$ cat config.mk
export PLATFORM = sky130hd
export DESIGN_NAME = ysyx_22040750_md_seq
export DESIGN_NICKNAME = d
export VERILOG_FILES = /design/src/rtl/ysyx_22040750_md_seq_pkg.sv /design/src/rtl/ysyx_22040750_md_seq_cnt_sel.sv /design/src/rtl/ysyx_22040750_md_seq.sv
export SDC_FILE = /design/constraint.sdc
export NUM_CORES = 1
export LEC_CHECK = 0
export CAP_MARGIN = 20
export CORE_MARGIN = 3
export CORE_UTILIZATION = 43
export CTS_CLUSTER_DIAMETER = 30
export DETAILED_ROUTE_END_ITERATION = 16
export PLACE_DENSITY = 0.84
export SYNTH_ARGS = -nofsm -noshare
export SYNTH_HDL_FRONTEND = slang
export SYNTH_SLANG_ARGS = --single-unit
$ cat constraint.sdc
create_clock -name I_sys_clk -period 4.71 [get_ports I_sys_clk]
set_clock_uncertainty 0.2 [all_clocks]
set_input_delay 0.471 -clock I_sys_clk [delete_from_list [all_inputs] [get_ports I_sys_clk]]
set_output_delay 0.471 -clock I_sys_clk [all_outputs]
set_load 0.05 [all_outputs]
$ cat src/rtl/ysyx_22040750_md_seq_pkg.sv
// Shared definitions for the EX-stage mul/div sequencer: state encoding,
// default iteration counts and the datapath width shared with the ALU.
package ysyx_22040750_md_seq_pkg;

  localparam int MD_DATA_W       = 64;
  localparam int MD_CNT_W        = 7;
  localparam int MD_MUL_CYCLES   = 32;
  localparam int MD_MUL_W_CYCLES = 16;
  localparam int MD_DIV_CYCLES   = 64;
  localparam int MD_DIV_W_CYCLES = 32;

  typedef enum logic [1:0] {
    MD_IDLE = 2'd0,
    MD_RUN  = 2'd1,
    MD_DONE = 2'd2
  } md_state_e;

endpackage

$ cat src/rtl/ysyx_22040750_md_seq_cnt_sel.sv
// Selects the iteration counter preload (step cycles minus one) for the
// operation class and width being issued.
module ysyx_22040750_md_cnt_sel
  import ysyx_22040750_md_seq_pkg::*;
#(
  parameter int MUL_CYCLES   = MD_MUL_CYCLES,
  parameter int MUL_W_CYCLES = MD_MUL_W_CYCLES,
  parameter int DIV_CYCLES   = MD_DIV_CYCLES,
  parameter int DIV_W_CYCLES = MD_DIV_W_CYCLES,
  parameter int CNT_W        = MD_CNT_W
) (
  input  logic             I_is_div,
  input  logic             I_word_op,
  output logic [CNT_W-1:0] O_cnt_init
);

  localparam logic [CNT_W-1:0] MUL_INIT   = CNT_W'(MUL_CYCLES - 1);
  localparam logic [CNT_W-1:0] MUL_W_INIT = CNT_W'(MUL_W_CYCLES - 1);
  localparam logic [CNT_W-1:0] DIV_INIT   = CNT_W'(DIV_CYCLES - 1);
  localparam logic [CNT_W-1:0] DIV_W_INIT = CNT_W'(DIV_W_CYCLES - 1);

  always_comb begin
    O_cnt_init = MUL_INIT;
    case ({I_is_div, I_word_op})
      2'b00:   O_cnt_init = MUL_INIT;
      2'b01:   O_cnt_init = MUL_W_INIT;
      2'b10:   O_cnt_init = DIV_INIT;
      default: O_cnt_init = DIV_W_INIT;
    endcase
  end

endmodule

$ cat src/rtl/ysyx_22040750_md_seq.sv
// Iteration sequencer for the shared multi-cycle mul/div datapath: issues
// start/step, holds the result until EX/MEM takes it, and stalls meanwhile.
module ysyx_22040750_md_seq
  import ysyx_22040750_md_seq_pkg::*;
#(
  parameter int MUL_CYCLES   = MD_MUL_CYCLES,
  parameter int MUL_W_CYCLES = MD_MUL_W_CYCLES,
  parameter int DIV_CYCLES   = MD_DIV_CYCLES,
  parameter int DIV_W_CYCLES = MD_DIV_W_CYCLES,
  parameter int CNT_W        = MD_CNT_W
) (
  input  logic                 I_sys_clk,
  input  logic                 I_rst,
  input  logic                 I_ID_EX_valid,
  input  logic                 I_multicycle,
  input  logic                 I_is_div,
  input  logic                 I_word_op,
  input  logic                 I_op2_zero,
  input  logic                 I_flush,
  input  logic                 I_EX_MEM_ready,
  input  logic [MD_DATA_W-1:0] I_md_result,
  output logic                 O_md_start,
  output logic                 O_md_step,
  output logic                 O_md_dbz,
  output logic                 O_stall,
  output logic [MD_DATA_W-1:0] O_result,
  output logic                 O_result_valid
);

  md_state_e              state_q, state_d;
  logic [CNT_W-1:0]       cnt_q, cnt_d;
  logic                   is_div_q, is_div_d;
  logic                   dbz_q, dbz_d;
  logic [MD_DATA_W-1:0]   result_q, result_d;
  logic                   valid_q, valid_d;
  logic [CNT_W-1:0]       cnt_init;
  logic                   accept;

  ysyx_22040750_md_cnt_sel #(
    .MUL_CYCLES  (MUL_CYCLES),
    .MUL_W_CYCLES(MUL_W_CYCLES),
    .DIV_CYCLES  (DIV_CYCLES),
    .DIV_W_CYCLES(DIV_W_CYCLES),
    .CNT_W       (CNT_W)
  ) u_cnt_sel (
    .I_is_div  (I_is_div),
    .I_word_op (I_word_op),
    .O_cnt_init(cnt_init)
  );

  assign accept = (state_q == MD_IDLE) && I_ID_EX_valid && I_multicycle && !I_flush;

  always_comb begin
    state_d    = state_q;
    cnt_d      = cnt_q;
    is_div_d   = is_div_q;
    dbz_d      = dbz_q;
    result_d   = result_q;
    valid_d    = valid_q;
    O_md_start = 1'b0;
    O_md_step  = 1'b0;
    O_md_dbz   = 1'b0;
    O_stall    = 1'b0;

    case (state_q)
      MD_IDLE: begin
        if (accept) begin
          O_md_start = 1'b1;
          O_stall    = 1'b1;
          is_div_d   = I_is_div;
          dbz_d      = I_is_div & I_op2_zero;
          // Divide-by-zero needs a single step to select the fixed result.
          cnt_d      = (I_is_div && I_op2_zero) ? '0 : cnt_init;
          state_d    = MD_RUN;
        end
      end
      MD_RUN: begin
        O_stall   = 1'b1;
        O_md_step = !I_flush;
        O_md_dbz  = dbz_q & is_div_q;
        if (cnt_q != '0) begin
          cnt_d = cnt_q - CNT_W'(1);
        end else begin
          result_d = I_md_result;
          valid_d  = 1'b1;
          state_d  = MD_DONE;
        end
      end
      MD_DONE: begin
        O_stall = !I_EX_MEM_ready;
        if (I_EX_MEM_ready) begin
          valid_d = 1'b0;
          state_d = MD_IDLE;
        end
      end
      default: state_d = MD_IDLE;
    endcase

    // Flush kills the op outright, including a capture due this cycle.
    if (I_flush) begin
      state_d  = MD_IDLE;
      valid_d  = 1'b0;
      result_d = result_q;
    end

    if (!I_rst) begin
      O_md_start = 1'b0;
      O_md_step  = 1'b0;
      O_md_dbz   = 1'b0;
      O_stall    = 1'b0;
    end
  end

  always_ff @(posedge I_sys_clk) begin
    if (!I_rst) begin
      state_q  <= MD_IDLE;
      cnt_q    <= '0;
      is_div_q <= 1'b0;
      dbz_q    <= 1'b0;
      result_q <= '0;
      valid_q  <= 1'b0;
    end else begin
      state_q  <= state_d;
      cnt_q    <= cnt_d;
      is_div_q <= is_div_d;
      dbz_q    <= dbz_d;
      result_q <= result_d;
      valid_q  <= valid_d;
    end
  end

  assign O_result       = result_q;
  assign O_result_valid = valid_q;

endmodule
* Word-level counts from Yosys, hierarchy flattened
Cells that the tools add are included.
Storage, ports and cells: memories 0, bits in writable memories 0, logic and storage cells 57, output and inout bits 69, bits in registers 76, bits of input ports 73, latch bits 0, bits in read-only memories 0
Operators by class: $mul 0, reductions and logical operators 16, $lt $le $gt $ge 0, divide/modulo/power cells 0, bitwise operators 5, mux-type cells 21, add/subtract/negate cells 1, shift-type cells 0, eq/ne operators 8
Operators with widths (number):
- $mux W7 | 3
- $pmux W7 S2 | 1
- $pmux W6 S2 | 1
- $reduce_and A3 Y1 | 4
- $mux W1 | 10
- $ne A2 B2 Y1 const B | 4
- $reduce_bool A7 Y1 | 1
- $sub A7 B1 Y7 const B | 1
- $mux W2 | 3
- $pmux W2 S3 | 1
- $eq A2 B1 Y1 const B | 2
- $eq A2 B2 Y1 const B | 2
- $logic_and A1 B1 Y1 | 4
- $reduce_bool A2 Y1 | 2
- $not A1 Y1 | 3
- $pmux W1 S3 | 1
- $and A1 B1 Y1 | 2
- $logic_not A1 Y1 | 2
- $logic_not A2 Y1 | 1
- $pmux W1 S2 | 1
- $reduce_and A2 Y1 | 1
- $reduce_or A2 Y1 | 1

* Longest topological paths before layout
Gate-level depths: netlist of the first run.
depth in word-level cells 7, gate-level depth with buffers 8, gate-level depth less buffers 6

* Modules after synthesis
Synthesis of the first run repeated with hierarchy kept, for this count alone.
Second synthesis, totals: cell total of the unflattened synthesis 387, area total of the unflattened synthesis 3119.2 um^2
By module, submodules not included:
- ysyx_22040750_md_seq | instances 1, area each 3059.2 um^2, cells an instance 378, seq. area each 1521.5 um^2
- ysyx_22040750_md_cnt_sel | instances 1, area each 60.1 um^2, cells an instance 9, seq. area each 0.0 um^2

* Worst setup path before layout of the first run
Ideal clock, no wire load.
path kind input to output, from input port I_flush, to output port O_stall, path buffers 1, arrival time 1.949 ns, data required time 4.039 ns, path slack 2.090 ns, cell stages on the path 3, path through or4_1 clkbuf_1 a21oi_1
On the way: longest elaborated chain between the ends 5
RTL lines:
- start, declared | line ysyx_22040750_md_seq.sv:19 | input logic I_flush,
- $logic_not A1 Y1 | line ysyx_22040750_md_seq.sv:51 | assign accept = (state_q == MD_IDLE) && I_ID_EX_valid && I_multicycle && !I_flush;
- $logic_and A1 B1 Y1 | line ysyx_22040750_md_seq.sv:51
- $mux W1 | line ysyx_22040750_md_seq.sv:67 | if (accept) begin
- $pmux W1 S3 | line ysyx_22040750_md_seq.sv:65 | case (state_q)
- $mux W1 | line ysyx_22040750_md_seq.sv:106 | if (!I_rst) begin
- end, declared | line ysyx_22040750_md_seq.sv:25 | output logic O_stall,
No other way between the ends.

* Worst setup path after layout of the first run
Same ends and word-level chain as after synthesis.

==> results of run 1 <==
-- power by group through the flow --
stage / Clock [mW] / Sequential [mW] / Combinational (mW)
global placement: 0 / 0.671 / 0.140
finish: 0.643 / 0.657 / 0.143
global route: 0.686 / 0.658 / 0.153
floorplan: 0 / 0.684 / 0.0473
CTS: 0.660 / 0.657 / 0.143
detailed placement: 0 / 0.672 / 0.141
-- path summary, 6_finish.rpt --
| kind | startpoint | endpoint | slack [ns] | cells after the start |
|---|---|---|---|---|
| min | O_result[2]$_SDFFE_PN0P_ | O_result[2]$_SDFFE_PN0P_ | 0.25 | 2 |
| min reg2reg | O_result[2]$_SDFFE_PN0P_ | O_result[2]$_SDFFE_PN0P_ | 0.25 | 2 |
| max | I_flush | O_stall | 1.38 | 4 |
| max reg2reg | state_q[0]$_SDFFE_PP0P_ | O_result[21]$_SDFFE_PN0P_ | 1.77 | 5 |
-- final cells by class --
cell class / count / area [um^2]
Clock inverter: 4 / 120
Inverter: 3 / 11.3
Multi-Input combinational cell: 265 / 1250
Fill cell: 528 / 1860
Sequential cell: 76 / 1520
Clock buffer: 12 / 145
Timing Repair Buffer: 145 / 1450
Tap cell: 77 / 96.3
-- registers in the layout (all words and copies together) (netlist names) --
signal,count
O_result_valid,1
O_result,64
dbz_q,1
is_div_q,1
state_q,2
cnt_q,7
-- routing by layer --
metal | wire, um | GRT usage (%) | up-vias | share of wire [%]
li1 | - | - | 1493 | -
met1 | 3090 | 23.6 | 1372 | 38
met4 | 163 | 10.4 | 0 | 2.0
met2 | 4170 | 36.6 | 142 | 51
met5 | 0 | 0 | - | 0
met3 | 725 | 4.66 | 15 | 8.9
-- logic make-up after synthesis --
group	share of synthesized area, %
simple gates	25.0
flops	52.3
compound gates	17.0
fa+ha+maj	0.860
buf+inv	4.86
-- Yosys cell counts --
master,count
sky130_fd_sc_hd__nor3b_1,2
sky130_fd_sc_hd__a211o_1,1
sky130_fd_sc_hd__clkbuf_1,11
sky130_fd_sc_hd__o311ai_0,2
sky130_fd_sc_hd__o21ai_0,2
sky130_fd_sc_hd__nand2b_1,4
sky130_fd_sc_hd__dfxtp_1,76
sky130_fd_sc_hd__ha_1,2
sky130_fd_sc_hd__nor3b_2,1
sky130_fd_sc_hd__o31ai_1,1
sky130_fd_sc_hd__buf_4,7
sky130_fd_sc_hd__nand3b_1,1
sky130_fd_sc_hd__nor4_2,1
sky130_fd_sc_hd__and2_1,1
sky130_fd_sc_hd__a311oi_1,1
sky130_fd_sc_hd__buf_1,3
sky130_fd_sc_hd__nand4_1,3
sky130_fd_sc_hd__nor2_1,13
sky130_fd_sc_hd__a41oi_1,1
sky130_fd_sc_hd__a21oi_1,72
sky130_fd_sc_hd__nor3_1,3
sky130_fd_sc_hd__a211oi_1,1
sky130_fd_sc_hd__nand4b_1,1
sky130_fd_sc_hd__nand2_1,135
sky130_fd_sc_hd__a2bb2oi_1,1
sky130_fd_sc_hd__buf_2,5
sky130_fd_sc_hd__or3_1,1
sky130_fd_sc_hd__nand3_1,4
sky130_fd_sc_hd__o2111ai_1,1
sky130_fd_sc_hd__nor2b_1,1
sky130_fd_sc_hd__and4b_1,1
sky130_fd_sc_hd__a31oi_1,3
sky130_fd_sc_hd__a32oi_1,1
sky130_fd_sc_hd__inv_1,3
sky130_fd_sc_hd__o22ai_1,2
sky130_fd_sc_hd__or4_1,1
sky130_fd_sc_hd__a21o_1,1
-- through the flow --
stage               utilization, %  total power [mW]  setup WS, ns  cell area (um^2)  cells
global route                  71.2              1.50          1.29              4600    582
finish                        71.2              1.44          1.38              4600    582
floorplan                        -             0.731          2.09              2910    370
detailed placement            67.0             0.813          1.39              4330    566
CTS                           71.2              1.46          1.38              4600    582
global placement              66.7             0.811          1.42              4310    565
-- critical path, delay by kind of cell --
| family | cells | cell delay [ns] |
|---|---|---|
| buf+inv | 2 | 1.29 |
| compound gates | 1 | 0.20 |
| simple gates | 1 | 0.70 |
==> tab_implementation.tex, run 1 <==
\begin{tabular}{lr}
\hline
Metric & Value \\
\hline
\multicolumn{2}{l}{\textbf{Worst setup path}} \\
\quad Largest fanout of any net on the critical path & 11 \\
\quad Startpoint-to-endpoint class of the critical path & in -> out \\
\quad Cell Chain, Critical Path & clkdlybuf4s50\_1 -> or4\_1 -> a21oi\_1 -> clkdlybuf4s50\_1 \\
\quad Required time of the critical path & 4.04 ns \\
\quad Critical path's most frequent cell & sky130\_fd\_sc\_hd\_\_clkdlybuf4s50\_1 \\
\quad Arrival time at the worst endpoint & 2.66 ns \\
\quad Maximum cell stage delay along the critical path & 0.81 ns \\
\quad Crit. End Element & output pin \\
\quad Critical path launch point type & primary input \\
\quad Crit path max-delay cell type & sky130\_fd\_sc\_hd\_\_clkdlybuf4s50\_1 \\
\multicolumn{2}{l}{\textbf{CTS}} \\
\quad CTS Root Cell & sky130\_fd\_sc\_hd\_\_clkbuf\_8 \\
\quad Post-CTS Setup Inserts & 0 \\
\quad H-tree depth & 3 \\
\quad Number of buffers added to fix hold violations after cts & 0 \\
\quad Clock tree from TritonCTS & yes \\
\quad Cts bufs inserted & 9 \\
\quad Number of instances resized during post-cts repair & 0 \\
\quad Max Buffers Root-to-Sink & 2 \\
\quad Number of clock sinks seen by CTS & 76 \\
\quad Clock Pin Slew Worst Setup and Hold Paths & 0.08 ns \\
\quad Clock insertion delay at the later pin of the skew report & 0.32 ns \\
\multicolumn{2}{l}{\textbf{STA}} \\
\quad Relative slew margins & 41.1\% \\
\quad Achievable Freq & 300 MHz \\
\quad Final Hold Vio Count & 0 \\
\quad Slew @ Worst Pin & 0.878 ns \\
\quad Setup-violating endpoint count in the final report & 0 \\
\quad Ratio of final minimum period to clock period & 70.8\% \\
\quad Setup repair after global routing missed its margin & no \\
\quad Setup TNS Final & 0 ns \\
\quad Final period demand of the worst path & 3.33 ns \\
\quad Number of max-slew violations in the final report & 0 \\
\quad Worst hold margin & 0.253 ns \\
\multicolumn{2}{l}{\textbf{Detailed routing}} \\
\quad DRC viols & 0 \\
\quad Routed WL per cell & 14.0 um \\
\quad Routed wire length & 8.15 mm \\
\quad Drt first-iter violations & 152 \\
\quad 1st-pass router iterations & 5 \\
\quad Total number of vias & 3022 \\
\quad Vias per std cell & 5.19 \\
\quad Antenna Nets Post-Route & 0 \\
\multicolumn{2}{l}{\textbf{Synth}} \\
\quad Post-synth design cell area & 2910 um\^{}2 \\
\quad Leading area contributor after synthesis & sky130\_fd\_sc\_hd\_\_dfxtp\_1 \\
\quad Count of warnings emitted by yosys & 0 \\
\quad Count of state elements after synthesis & 76 \\
\quad Unique cell type count in the Yosys netlist & 37 \\
\quad Avg Synthesized Cell Area & 7.86 um\^{}2 \\
\quad Share of the synthesized area in the top cell type & 52.3\% \\
\quad Post-synth net total & 445 \\
\quad Cell count after synthesis & 370 \\
\quad Portion of the post-synthesis area used by sequential elements & 52.3\% \\
\quad Cells taking the most area after synthesis & sky130\_fd\_sc\_hd\_\_dfxtp\_1, sky130\_fd\_sc\_hd\_\_nand2\_1, sky130\_fd\_sc\_hd\_\_a21oi\_1 \\
\multicolumn{2}{l}{\textbf{Die}} \\
\quad Initial Utilization & 45.0\% \\
\quad Area of the core region & 6460 um\^{}2 \\
\quad IO Count & 142 \\
\quad Cell row count & 29 \\
\quad Die outline area & 7790 um\^{}2 \\
\quad Vertical die dimension & 88.3 um \\
\quad Chip Width & 88.3 um \\
\multicolumn{2}{l}{\textbf{Power and ir drop}} \\
\quad Flop pwr share & 45.6\% \\
\quad Design internal power & 1.15 mW \\
\quad Leakage power total & 1.54 nW \\
\quad NetSw & 0.295 mW \\
\quad Total power divided by cell area & 314 nW/um\^{}2 \\
\quad Share of total power in the clock network & 44.6\% \\
\quad Part of the total power dissipated in combinational logic & 9.9\% \\
\quad Max rail drop VDD & 0.000194 V \\
\quad Fraction of power spent switching nets & 20.4\% \\
\multicolumn{2}{l}{\textbf{Final layout}} \\
\quad Share of cells above drive strength 1 & 4.36\% \\
\quad Most frequent cells in the layout & sky130\_fd\_sc\_hd\_\_clkdlybuf4s50\_1, sky130\_fd\_sc\_hd\_\_nand2\_1, sky130\_fd\_sc\_hd\_\_dfxtp\_1 \\
\quad Most frequent standard cell in the layout excluding fill and tap cells & sky130\_fd\_sc\_hd\_\_clkdlybuf4s50\_1 \\
\quad Net count, final & 575 \\
\quad Layout area overhead & 58.0\% \\
\quad Total inserted antenna cells & 0 \\
\multicolumn{2}{l}{\textbf{Flow run}} \\
\quad Maximum Capacitance Violations & 0 \\
\multicolumn{2}{l}{\textbf{Global route}} \\
\quad Total Routing Usage GR & 20.8\% \\
\quad Remaining global-route overflow & 0 \\
\quad Initial antenna violation count & 0 \\
\quad First-pass GRT wire length & 12.8 mm \\
\quad Number of global-route vias before repair & 2875 \\
\quad Pin count of the biggest net entering global routing & 66 \\
\multicolumn{2}{l}{\textbf{Hold path}} \\
\quad Worst min-delay path class & reg -> reg \\
\multicolumn{2}{l}{\textbf{Status}} \\
\quad Run status & finished, final reports clean \\
\multicolumn{2}{l}{\textbf{Placement}} \\
\quad Final GP Congestion & 0.894 \\
\quad Total of buffers placed on input and output ports & 141 \\
\quad DP Wirelength & 5.67 mm \\
\hline
\end{tabular}
(Power assumes the default switching activity.)
==> inputs of run 2 (changes only) <==
Settings changed: CORE_UTILIZATION 43 to 36, PLACE_DENSITY 0.84 to 0.75.
Clock period 4.71 ns to 2.75 ns, I/O delays scaled along.
==> tab_implementation.tex, run 2 (synthesis results as in run 1) <==
\begin{tabular}{lr}
\hline
Metric & Value \\
\hline
\multicolumn{2}{l}{\textbf{Power and ir drop}} \\
\quad Leakage power total & 1.55 nW \\
\quad Max rail drop VDD & 0.000290 V \\
\quad Total power divided by cell area & 484 nW/um\^{}2 \\
\quad Overall Power & 2.23 mW \\
\multicolumn{2}{l}{\textbf{Hold path}} \\
\quad Min-Delay Endpoint & O\_result[54]\$\_SDFFE\_PN0P\_ \\
\quad Startpoint of the most critical hold path & O\_result[54]\$\_SDFFE\_PN0P\_ \\
\quad Depth of the worst hold-timing path & 2 \\
\quad Worst min-delay path class & reg -> reg \\
\multicolumn{2}{l}{\textbf{STA}} \\
\quad Number of max-slew violations in the final report & 0 \\
\quad Slack of the critical path & 0.565 ns \\
\quad Final period demand of the worst path & 2.18 ns \\
\quad Relative slew margins & 57.4\% \\
\quad Setup repair after global routing missed its margin & no \\
\quad Achievable Freq & 458 MHz \\
\quad Ratio of final minimum period to clock period & 79.4\% \\
\quad Final Hold Vio Count & 0 \\
\quad Slew @ Worst Pin & 0.640 ns \\
\quad Setup TNS Final & 0 ns \\
\quad Setup-violating endpoint count in the final report & 0 \\
\multicolumn{2}{l}{\textbf{Global route}} \\
\quad Total Routing Usage GR & 17.5\% \\
\quad First-pass GRT wire length & 12.8 mm \\
\quad Number of global-route vias before repair & 2777 \\
\quad Initial antenna violation count & 0 \\
\quad Remaining global-route overflow & 0 \\
\quad Pin count of the biggest net entering global routing & 65 \\
\multicolumn{2}{l}{\textbf{Worst setup path}} \\
\quad Crit. End Element & output pin \\
\quad Worst R2R End & O\_result[37]\$\_SDFFE\_PN0P\_ \\
\quad Largest fanout of any net on the critical path & 5 \\
\quad Worst Reg-to-Reg Cells & 8 \\
\quad Worst setup slack for register-to-register paths & 0.61 ns \\
\quad Critical path launch point type & primary input \\
\quad Startpoint of the most critical register-to-register path & cnt\_q[0]\$\_SDFFE\_PN0P\_ \\
\quad Arrival time at the worst endpoint & 1.71 ns \\
\quad Startpoint-to-endpoint class of the critical path & in -> out \\
\quad Required time of the critical path & 2.28 ns \\
\multicolumn{2}{l}{\textbf{Detailed routing}} \\
\quad Vias per std cell & 4.81 \\
\quad Routed wire length & 8.11 mm \\
\quad 1st-pass router iterations & 4 \\
\quad Antenna Nets Post-Route & 0 \\
\quad Total number of vias & 2942 \\
\quad Drt first-iter violations & 92 \\
\quad DRC viols & 0 \\
\quad Routed WL per cell & 13.2 um \\
\multicolumn{2}{l}{\textbf{Die}} \\
\quad Cell row count & 32 \\
\quad Chip Width & 95.9 um \\
\quad IO Count & 142 \\
\quad Area of the core region & 7770 um\^{}2 \\
\quad Die outline area & 9190 um\^{}2 \\
\quad Vertical die dimension & 95.9 um \\
\quad Initial Utilization & 37.5\% \\
\multicolumn{2}{l}{\textbf{Final layout}} \\
\quad Layout area overhead & 58.6\% \\
\quad Share of cells above drive strength 1 & 6.47\% \\
\quad Most frequent cells in the layout & sky130\_fd\_sc\_hd\_\_clkdlybuf4s50\_1, sky130\_fd\_sc\_hd\_\_nand2\_1, sky130\_fd\_sc\_hd\_\_dfxtp\_1 \\
\quad Number of standard cells in the final layout excluding fillers & 612 \\
\quad Total inserted antenna cells & 0 \\
\quad Most frequent standard cell in the layout excluding fill and tap cells & sky130\_fd\_sc\_hd\_\_clkdlybuf4s50\_1 \\
\quad Number of flip-flops in the largest register & 64 \\
\quad Net count, final & 580 \\
\multicolumn{2}{l}{\textbf{CTS}} \\
\quad Number of clock sinks seen by CTS & 76 \\
\quad Max Buffers Root-to-Sink & 2 \\
\quad Number of buffers added to fix hold violations after cts & 0 \\
\quad Number of instances resized during post-cts repair & 0 \\
\quad Clock tree from TritonCTS & yes \\
\quad Post-CTS Setup Inserts & 0 \\
\quad Clock Pin Slew Worst Setup and Hold Paths & 0.08 ns \\
\quad Clock insertion delay at the later pin of the skew report & 0.34 ns \\
\quad Cts bufs inserted & 9 \\
\quad CTS Root Cell & sky130\_fd\_sc\_hd\_\_clkbuf\_8 \\
\quad H-tree depth & 3 \\
\multicolumn{2}{l}{\textbf{Placement}} \\
\quad Final GP Congestion & 0.821 \\
\quad Count of placed standard cells including taps & 596 \\
\quad DP Wirelength & 5.82 mm \\
\quad Total of buffers placed on input and output ports & 141 \\
\quad Setup Slack @ Placement & 0.569 ns \\
\multicolumn{2}{l}{\textbf{Flow run}} \\
\quad Maximum Capacitance Violations & 0 \\
\multicolumn{2}{l}{\textbf{Status}} \\
\quad Run status & finished, final reports clean \\
\hline
\end{tabular}
==> run 2: cell count changes in the layout (fill, tap and decap cells not counted), sizes merged <==
cell / previous run / this run
bufinv: 4 / 1
inv: 3 / 4
clkinv: 0 / 3
clkinvlp: 0 / 1
clkdlybuf4s50: 141 / 137
buf: 4 / 13
clkbuf: 12 / 10
==> run 2: where the power goes <==
part           internal (mW)  switching [mW]
Combinational          0.140           0.116
Clock                  0.443           0.411
Sequential              1.11          0.0105
==> run 2: layer usage <==
| metal | track usage (%) | routed length, um | up-vias |
|---|---|---|---|
| li1 | - | - | 1502 |
| met1 | 20.3 | 3360 | 1330 |
| met2 | 30.2 | 3940 | 94 |
| met3 | 5.24 | 655 | 16 |
| met4 | 6.75 | 153 | 0 |
| met5 | 0 | 0 | - |
==> run 2: cell type report <==
| class | instances | area (um^2) |
|---|---|---|
| clock inverters | 6 | 61.3 |
| flip-flops and latches | 76 | 1520 |
| multi-input cells | 265 | 1250 |
| repair buffers | 150 | 1510 |
| inverters | 3 | 11.3 |
| well taps | 102 | 128 |
| fillers | 716 | 3150 |
| clock buffers | 10 | 138 |
==> run 2: how the worst max path moves through the flow <==
stage / start / slack [ns] / cells after the start / to
after floorplan: state_q[1]$_SDFFE_PP0P_ / 0.42 / 3 / O_stall
after global placement: I_flush / 0.60 / 4 / O_stall
after detailed placement: I_flush / 0.57 / 4 / O_stall
after CTS: state_q[1]$_SDFFE_PP0P_ / 0.56 / 3 / O_stall
after global routing: cnt_q[0]$_SDFFE_PN0P_ / 0.41 / 8 / O_result[56]$_SDFFE_PN0P_
final: I_flush / 0.57 / 4 / O_stall
==> run 2: through the flow <==
| stage | area, um^2 | hold WS [ns] | util (%) |
|---|---|---|---|
| after global placement | 4410 | 0.241 | 56.8 |
| after global routing | 4610 | 0.263 | 59.4 |
| final | 4610 | 0.255 | 59.4 |
| after CTS | 4610 | 0.257 | 59.4 |
| after detailed placement | 4410 | 0.246 | 56.8 |
| after floorplan | 2910 | 0.211 | - |
==> run 2: critical path, cell delays in order <==
cell and delay, ns:
sky130_fd_sc_hd__clkdlybuf4s50_1 0.47, sky130_fd_sc_hd__or4_1 0.54, sky130_fd_sc_hd__a21oi_1 0.25, sky130_fd_sc_hd__buf_12 0.17
